<file path="src/rtl/demux_memoria_2bits_if.sv">
// Stream-in / two-lane-out bundle for the 1:2 memory demux.
interface demux_memoria_2bits_if #(
    parameter int unsigned DATA_W = 2
);
    logic [DATA_W-1:0] data_in;
    logic              valid_in;
    logic              selector;
    logic              pop_0;
    logic              pop_1;
    logic [DATA_W-1:0] data_out0;
    logic              valid_out0;
    logic [DATA_W-1:0] data_out1;
    logic              valid_out1;
    logic              full_0;
    logic              full_1;
    logic              empty_0;
    logic              empty_1;
    logic              overflow_0;
    logic              overflow_1;
    logic              underflow_0;
    logic              underflow_1;

    modport master (
        output data_in, valid_in, selector, pop_0, pop_1,
        input  data_out0, valid_out0, data_out1, valid_out1,
        input  full_0, full_1, empty_0, empty_1,
        input  overflow_0, overflow_1, underflow_0, underflow_1
    );

    modport slave (
        input  data_in, valid_in, selector, pop_0, pop_1,
        output data_out0, valid_out0, data_out1, valid_out1,
        output full_0, full_1, empty_0, empty_1,
        output overflow_0, overflow_1, underflow_0, underflow_1
    );
endinterface

</file>
<file path="src/rtl/demux_memoria_2bits.sv">
// 1:2 demux with memory: steers a valid-qualified stream into two
// independently drained lane FIFOs with registered outputs and sticky error flags.
module demux_memoria_2bits #(
    parameter int unsigned DATA_W = 2,
    parameter int unsigned DEPTH  = 4,
    parameter int unsigned PTR_W  = 2
) (
    input logic                  clk,
    input logic                  reset,
    demux_memoria_2bits_if.slave bus
);
    localparam int unsigned LANES = 2;
    localparam int unsigned CNT_W = PTR_W + 1;

    logic [DATA_W-1:0] mem_q    [LANES][DEPTH];
    logic [PTR_W-1:0]  wr_ptr_q [LANES];
    logic [PTR_W-1:0]  wr_ptr_d [LANES];
    logic [PTR_W-1:0]  rd_ptr_q [LANES];
    logic [PTR_W-1:0]  rd_ptr_d [LANES];
    logic [CNT_W-1:0]  cnt_q    [LANES];
    logic [CNT_W-1:0]  cnt_d    [LANES];
    logic [DATA_W-1:0] dout_q   [LANES];
    logic [DATA_W-1:0] dout_d   [LANES];

    logic [LANES-1:0] pop_req;
    logic [LANES-1:0] sel_hit;
    logic [LANES-1:0] push_ok;
    logic [LANES-1:0] pop_ok;
    logic [LANES-1:0] valid_q, valid_d;
    logic [LANES-1:0] full_q, full_d;
    logic [LANES-1:0] empty_q, empty_d;
    logic [LANES-1:0] ovf_q, ovf_d;
    logic [LANES-1:0] udf_q, udf_d;

    // Accept decisions use the registered flags only, so a pop never frees room for a same-cycle push.
    always_comb begin
        pop_req  = {bus.pop_1, bus.pop_0};
        sel_hit  = '0;
        push_ok  = '0;
        pop_ok   = '0;
        wr_ptr_d = wr_ptr_q;
        rd_ptr_d = rd_ptr_q;
        cnt_d    = cnt_q;
        dout_d   = dout_q;
        valid_d  = '0;
        full_d   = full_q;
        empty_d  = empty_q;
        ovf_d    = ovf_q;
        udf_d    = udf_q;
        for (int l = 0; l < int'(LANES); l++) begin
            sel_hit[l] = bus.valid_in && (bus.selector == 1'(l));
            push_ok[l] = sel_hit[l] && !full_q[l];
            pop_ok[l]  = pop_req[l] && !empty_q[l];
            if (push_ok[l]) begin
                wr_ptr_d[l] = wr_ptr_q[l] + PTR_W'(1);
            end
            if (pop_ok[l]) begin
                rd_ptr_d[l] = rd_ptr_q[l] + PTR_W'(1);
                dout_d[l]   = mem_q[l][rd_ptr_q[l]];
            end
            valid_d[l] = pop_ok[l];
            cnt_d[l]   = cnt_q[l] + CNT_W'(push_ok[l]) - CNT_W'(pop_ok[l]);
            full_d[l]  = (cnt_d[l] == CNT_W'(DEPTH));
            empty_d[l] = (cnt_d[l] == CNT_W'(0));
            ovf_d[l]   = ovf_q[l] | (sel_hit[l] & full_q[l]);
            udf_d[l]   = udf_q[l] | (pop_req[l] & empty_q[l]);
        end
    end

    // Control and output registers; reset overrides any concurrent push or pop.
    always_ff @(posedge clk) begin
        if (reset) begin
            for (int l = 0; l < int'(LANES); l++) begin
                wr_ptr_q[l] <= '0;
                rd_ptr_q[l] <= '0;
                cnt_q[l]    <= '0;
                dout_q[l]   <= '0;
            end
            valid_q <= '0;
            full_q  <= '0;
            empty_q <= '1;
            ovf_q   <= '0;
            udf_q   <= '0;
        end else begin
            wr_ptr_q <= wr_ptr_d;
            rd_ptr_q <= rd_ptr_d;
            cnt_q    <= cnt_d;
            dout_q   <= dout_d;
            valid_q  <= valid_d;
            full_q   <= full_d;
            empty_q  <= empty_d;
            ovf_q    <= ovf_d;
            udf_q    <= udf_d;
        end
    end

    // Storage is never cleared; stale entries are unreachable once the pointers reset.
    always_ff @(posedge clk) begin
        for (int l = 0; l < int'(LANES); l++) begin
            if (push_ok[l] && !reset) begin
                mem_q[l][wr_ptr_q[l]] <= bus.data_in;
            end
        end
    end

    assign bus.data_out0   = dout_q[0];
    assign bus.data_out1   = dout_q[1];
    assign bus.valid_out0  = valid_q[0];
    assign bus.valid_out1  = valid_q[1];
    assign bus.full_0      = full_q[0];
    assign bus.full_1      = full_q[1];
    assign bus.empty_0     = empty_q[0];
    assign bus.empty_1     = empty_q[1];
    assign bus.overflow_0  = ovf_q[0];
    assign bus.overflow_1  = ovf_q[1];
    assign bus.underflow_0 = udf_q[0];
    assign bus.underflow_1 = udf_q[1];
endmodule

</file>
<file path="src/flat_wrapper.sv">
// flat-port wrapper written by rule: the top's interface ports become plain ports
module demux_memoria_2bits_flat 
#(
    parameter int unsigned DATA_W = 2,
    parameter int unsigned DEPTH  = 4,
    parameter int unsigned PTR_W  = 2
)
  (clk, reset, bus_data_in, bus_valid_in, bus_selector, bus_pop_0, bus_pop_1, bus_data_out0, bus_valid_out0, bus_data_out1, bus_valid_out1, bus_full_0, bus_full_1, bus_empty_0, bus_empty_1, bus_overflow_0, bus_overflow_1, bus_underflow_0, bus_underflow_1);
  demux_memoria_2bits_if #(.DATA_W(DATA_W)) bus_i ();
  input logic clk;
  input logic reset;
  input wire logic [$bits(bus_i.data_in)-1:0] bus_data_in;
  input wire logic [$bits(bus_i.valid_in)-1:0] bus_valid_in;
  input wire logic [$bits(bus_i.selector)-1:0] bus_selector;
  input wire logic [$bits(bus_i.pop_0)-1:0] bus_pop_0;
  input wire logic [$bits(bus_i.pop_1)-1:0] bus_pop_1;
  output wire logic [$bits(bus_i.data_out0)-1:0] bus_data_out0;
  output wire logic [$bits(bus_i.valid_out0)-1:0] bus_valid_out0;
  output wire logic [$bits(bus_i.data_out1)-1:0] bus_data_out1;
  output wire logic [$bits(bus_i.valid_out1)-1:0] bus_valid_out1;
  output wire logic [$bits(bus_i.full_0)-1:0] bus_full_0;
  output wire logic [$bits(bus_i.full_1)-1:0] bus_full_1;
  output wire logic [$bits(bus_i.empty_0)-1:0] bus_empty_0;
  output wire logic [$bits(bus_i.empty_1)-1:0] bus_empty_1;
  output wire logic [$bits(bus_i.overflow_0)-1:0] bus_overflow_0;
  output wire logic [$bits(bus_i.overflow_1)-1:0] bus_overflow_1;
  output wire logic [$bits(bus_i.underflow_0)-1:0] bus_underflow_0;
  output wire logic [$bits(bus_i.underflow_1)-1:0] bus_underflow_1;
  assign bus_i.data_in = bus_data_in;
  assign bus_i.valid_in = bus_valid_in;
  assign bus_i.selector = bus_selector;
  assign bus_i.pop_0 = bus_pop_0;
  assign bus_i.pop_1 = bus_pop_1;
  assign bus_data_out0 = bus_i.data_out0;
  assign bus_valid_out0 = bus_i.valid_out0;
  assign bus_data_out1 = bus_i.data_out1;
  assign bus_valid_out1 = bus_i.valid_out1;
  assign bus_full_0 = bus_i.full_0;
  assign bus_full_1 = bus_i.full_1;
  assign bus_empty_0 = bus_i.empty_0;
  assign bus_empty_1 = bus_i.empty_1;
  assign bus_overflow_0 = bus_i.overflow_0;
  assign bus_overflow_1 = bus_i.overflow_1;
  assign bus_underflow_0 = bus_i.underflow_0;
  assign bus_underflow_1 = bus_i.underflow_1;
  demux_memoria_2bits #(.DATA_W(DATA_W), .DEPTH(DEPTH), .PTR_W(PTR_W)) u_core (.clk(clk), .reset(reset), .bus(bus_i));
endmodule
</file>
<file path="config.mk">
export PLATFORM = sky130hd
export DESIGN_NAME = demux_memoria_2bits_flat
export DESIGN_NICKNAME = d
export VERILOG_FILES = /design/src/rtl/demux_memoria_2bits_if.sv /design/src/rtl/demux_memoria_2bits.sv /design/src/flat_wrapper.sv
export SDC_FILE = /design/constraint.sdc
export NUM_CORES = 1
export LEC_CHECK = 0
export ABC_CLOCK_PERIOD_IN_PS = 2700
export CAP_MARGIN = 20
export CORE_MARGIN = 2
export CORE_UTILIZATION = 50
export CTS_BUF_LIST = sky130_fd_sc_hd__clkbuf_4
export DETAILED_ROUTE_END_ITERATION = 8
export GPL_ROUTABILITY_DRIVEN = 0
export PLACE_DENSITY = 0.72
export SYNTH_ARGS = -nofsm -noshare
export SYNTH_HDL_FRONTEND = slang
export SYNTH_SLANG_ARGS = --single-unit
</file>
<file path="constraint.sdc">
create_clock -name clk -period 2.7 [get_ports clk]
set_clock_uncertainty 0.1 [all_clocks]
set_input_delay 0.54 -clock clk [delete_from_list [all_inputs] [get_ports clk]]
set_output_delay 0.54 -clock clk [all_outputs]
set_load 0.02 [all_outputs]
</file>
==> qor.yml <==
run_status:
  outcome: "finished, final reports clean"
synth:
  synth.cell_area_sq_um: 1830
  synth_top_family_by_area: "simple AND/OR/NAND/NOR gates"
  synth_nets: 167
  synth_compound_gate_area_share_pct: 1.91
  synthMuxAreaShare_pct: 9.00
  synth_cell_types: 23
  syn_inst: 145
  synth-xor-area-share_pct: 5.32
  ys_ff_latch: 44
  yosys.area_share.adder_pct: 10.4
  syn_area_per_cell_sq_um: 12.7
  ys_warn_count: 0
  ys_seq_area_share_pct: 56.8
  synth-simple-area-share_pct: 12.1
cts:
  numCtsBuffers: 5
  cts.clk_slew.worst_paths_ns: 0.12
  htreeDepth: 2
  holdBufCountCts: 0
  cts_resized: 0
  clock_latency_ns: 0.34
  clockBufferDepth: 2
  cts.sinks: 44
  cts_tree: "done"
  cts_root_buffer: "clkbuf_4"
  cts_setup_buffers: 0
cells_and_area:
  fillCellCount: 277
  finalInstanceArea_sq_um: 2200
  drive_above_1_share_pct: 9.60
  n_antenna_cell: 0
  fin_nets: 198
  final_common_cell: "dfxtp_1"
  final_util_pct: 61.0
  layout_common_cells: "28 x dfxtp_1, 21 x nor2_1, 21 x clkdlybuf4s50_1"
  syn_to_final_growth_pct: 19.9
die:
  ios: 22
  die_w_um: 64.6
  dieArea_sq_um: 4170
  initial_core_util_pct: 50.9
  core_area_sq_um: 3610
  fp.dieH_um: 64.6
  core.rowCount: 22
timing:
  min_period_over_period_pct: 95.5
  worst_pin_slew_ns: 0.327
  drv_slew: 0
  finalHoldViolCount: 0
  max-slew-margin-rel_pct: 78.1
  timing.setup.tns_ns: 0
  fmax_mhz: 388
  layout_min_cycle_time_ns: 2.58
  rsz0062_at_grt: "false"
  setup_viol: 0
detailed_routing:
  wl_met1_mm: 1.27
  viasPerCell: 4.73
  wl_mm: 2.81
  wl_met3_um: 109
  num_vias: 1064
  drc: 0
  wl_per_cell_um: 12.5
  firstDrtPassIters: 4
  drtIter0Drc: 81
  topRoutingLayerUsed: "met4"
  route.met2.wl_mm: 1.39
  antenna_left: 0
worst_setup_path:
  crit_family: "adder cells"
  crit_chain: "clkdlybuf4s50_1, nor2b_1, ha_1, inv_1, ha_1, inv_1, fa_1, xnor3_1, nor2_1, and3_1"
  worst_setup_path_end_kind: "flop"
  start_kind: "input port"
  critPathBufInv: 3
  crit_type: "input port to flop"
  worstSetupStartpoint: "bus_pop_0"
  critPathSlowestCell: "clkdlybuf4s50_1"
  worstPathMaxFanout: 3
  r2r-start: "u_core.empty_q[0]"
  slowest_delay_ns: 0.50
  cp.arrival_ns: 2.77
  required_ns: 2.89
global_route:
  grt.overflow.total: 0
  grt_antenna_before_repair: 0
  grt_pass1_vias: 1112
  grt_pass1_wl_mm: 4.96
  grt_usage_pct: 16.0
  grt_max_degree: 14
place:
  place_area_sq_um: 2140
  hpwl_mm: 2.15
  port_buffers: 21
power:
  peakVddDrop_mv: 0.379
  leakagePower_nw: 0.907
  power_density_nw_per_um2: 815
min_path:
  worstHoldPathType: "flop to flop"
  hp-start: "u_core.udf_q[1]"
run:
  max-cap-violations: 0
==> per-layer routing <==
metal | vias up | track usage [%]
li1 | 545 | -
met1 | 493 | 18.5
met2 | 21 | 27.5
met3 | 5 | 4.34
met4 | 0 | 7.98
met5 | - | 0
==> state kept, by name (all words and copies together), names as in the netlist <==
signal	flops
u_core.mem_q	16
u_core.full_q	2
u_core.valid_q	2
u_core.wr_ptr_q	4
u_core.bus.data_out0	2
u_core.cnt_q	6
u_core.empty_q	2
u_core.ovf_q	2
u_core.rd_ptr_q	4
u_core.bus.data_out1	2
u_core.udf_q	2
==> stage by stage <==
step / cells / hold slack [ns] / setup slack, ns / power (W)
after floorplan: 145 / 0.407 / 0.262 / 0.00130
after global placement: 217 / 0.350 / -0.112 / 0.00146
after detailed placement: 217 / 0.364 / -0.225 / 0.00150
after CTS: 225 / 0.398 / 0.134 / 0.00181
after global routing: 225 / 0.441 / 0.0356 / 0.00192
final: 225 / 0.395 / 0.122 / 0.00179
==> power by group <==
group / leakage (nW) / switching [W] / internal, W
combinational: 0.497 / 0.000276 / 0.000334
clock: 0.0361 / 0.000191 / 0.000122
sequential: 0.375 / 0.0000750 / 0.000795
==> tightest hold or removal path: stages (launching register included) <==
cell     delay [ns]
dfxtp_1        0.35
a21oi_1        0.04
nor2_1         0.08
==> worst paths after layout <==
kind | to | cells past startpoint | slack [ns]
setup / recovery | u_core.full_q[0] | 10 | 0.12
hold reg to reg | u_core.udf_q[1] | 2 | 0.39
hold / removal | u_core.udf_q[1] | 2 | 0.39
setup reg to reg | u_core.full_q[0] | 9 | 0.49
==> synthesized netlist by cell type <==
cell type | instances | area, sq um
xnor3_1 | 2 | 45.0
dfxtp_1 | 28 | 561
nand2_1 | 1 | 3.75
clkbuf_1 | 2 | 7.51
and2_1 | 5 | 31.3
a21oi_1 | 3 | 15.0
nand3b_1 | 3 | 22.5
ha_1 | 12 | 150
and3_1 | 5 | 31.3
xnor2_1 | 4 | 35.0
xor2_1 | 2 | 17.5
mux4_1 | 4 | 105
o31ai_1 | 1 | 7.51
nor3_1 | 1 | 5.00
fa_1 | 2 | 40.0
nor2b_1 | 5 | 31.3
nor3b_4 | 1 | 18.8
edfxtp_1 | 16 | 480
nor2_1 | 21 | 78.8
inv_1 | 16 | 60.1
a31oi_1 | 2 | 12.5
mux2i_1 | 6 | 60.1
buf_2 | 3 | 15.0
==> kinds of logic (layout without fill, tap and decap cells) <==
kind of cell,count (synthesis),after routing
buf+inv,21,53
xor+xnor,8,8
mux,10,10
fa+ha+maj,14,14
flops,44,44
compound gates,6,6
simple gates,42,42
==> area by class of cell <==
class / count / area (sq um) / share of cell area (%)
clock buffers: 7 / 52.6 / 2.39
clock inverters: 1 / 5.00 / 0.228
inverters: 16 / 60.1 / 2.73
multi-input cells: 80 / 711 / 32.3
flip-flops and latches: 44 / 1040 / 47.3
well taps: 48 / 60.1 / 2.73
repair buffers: 29 / 270 / 12.3
(Power assumes the default switching activity.)
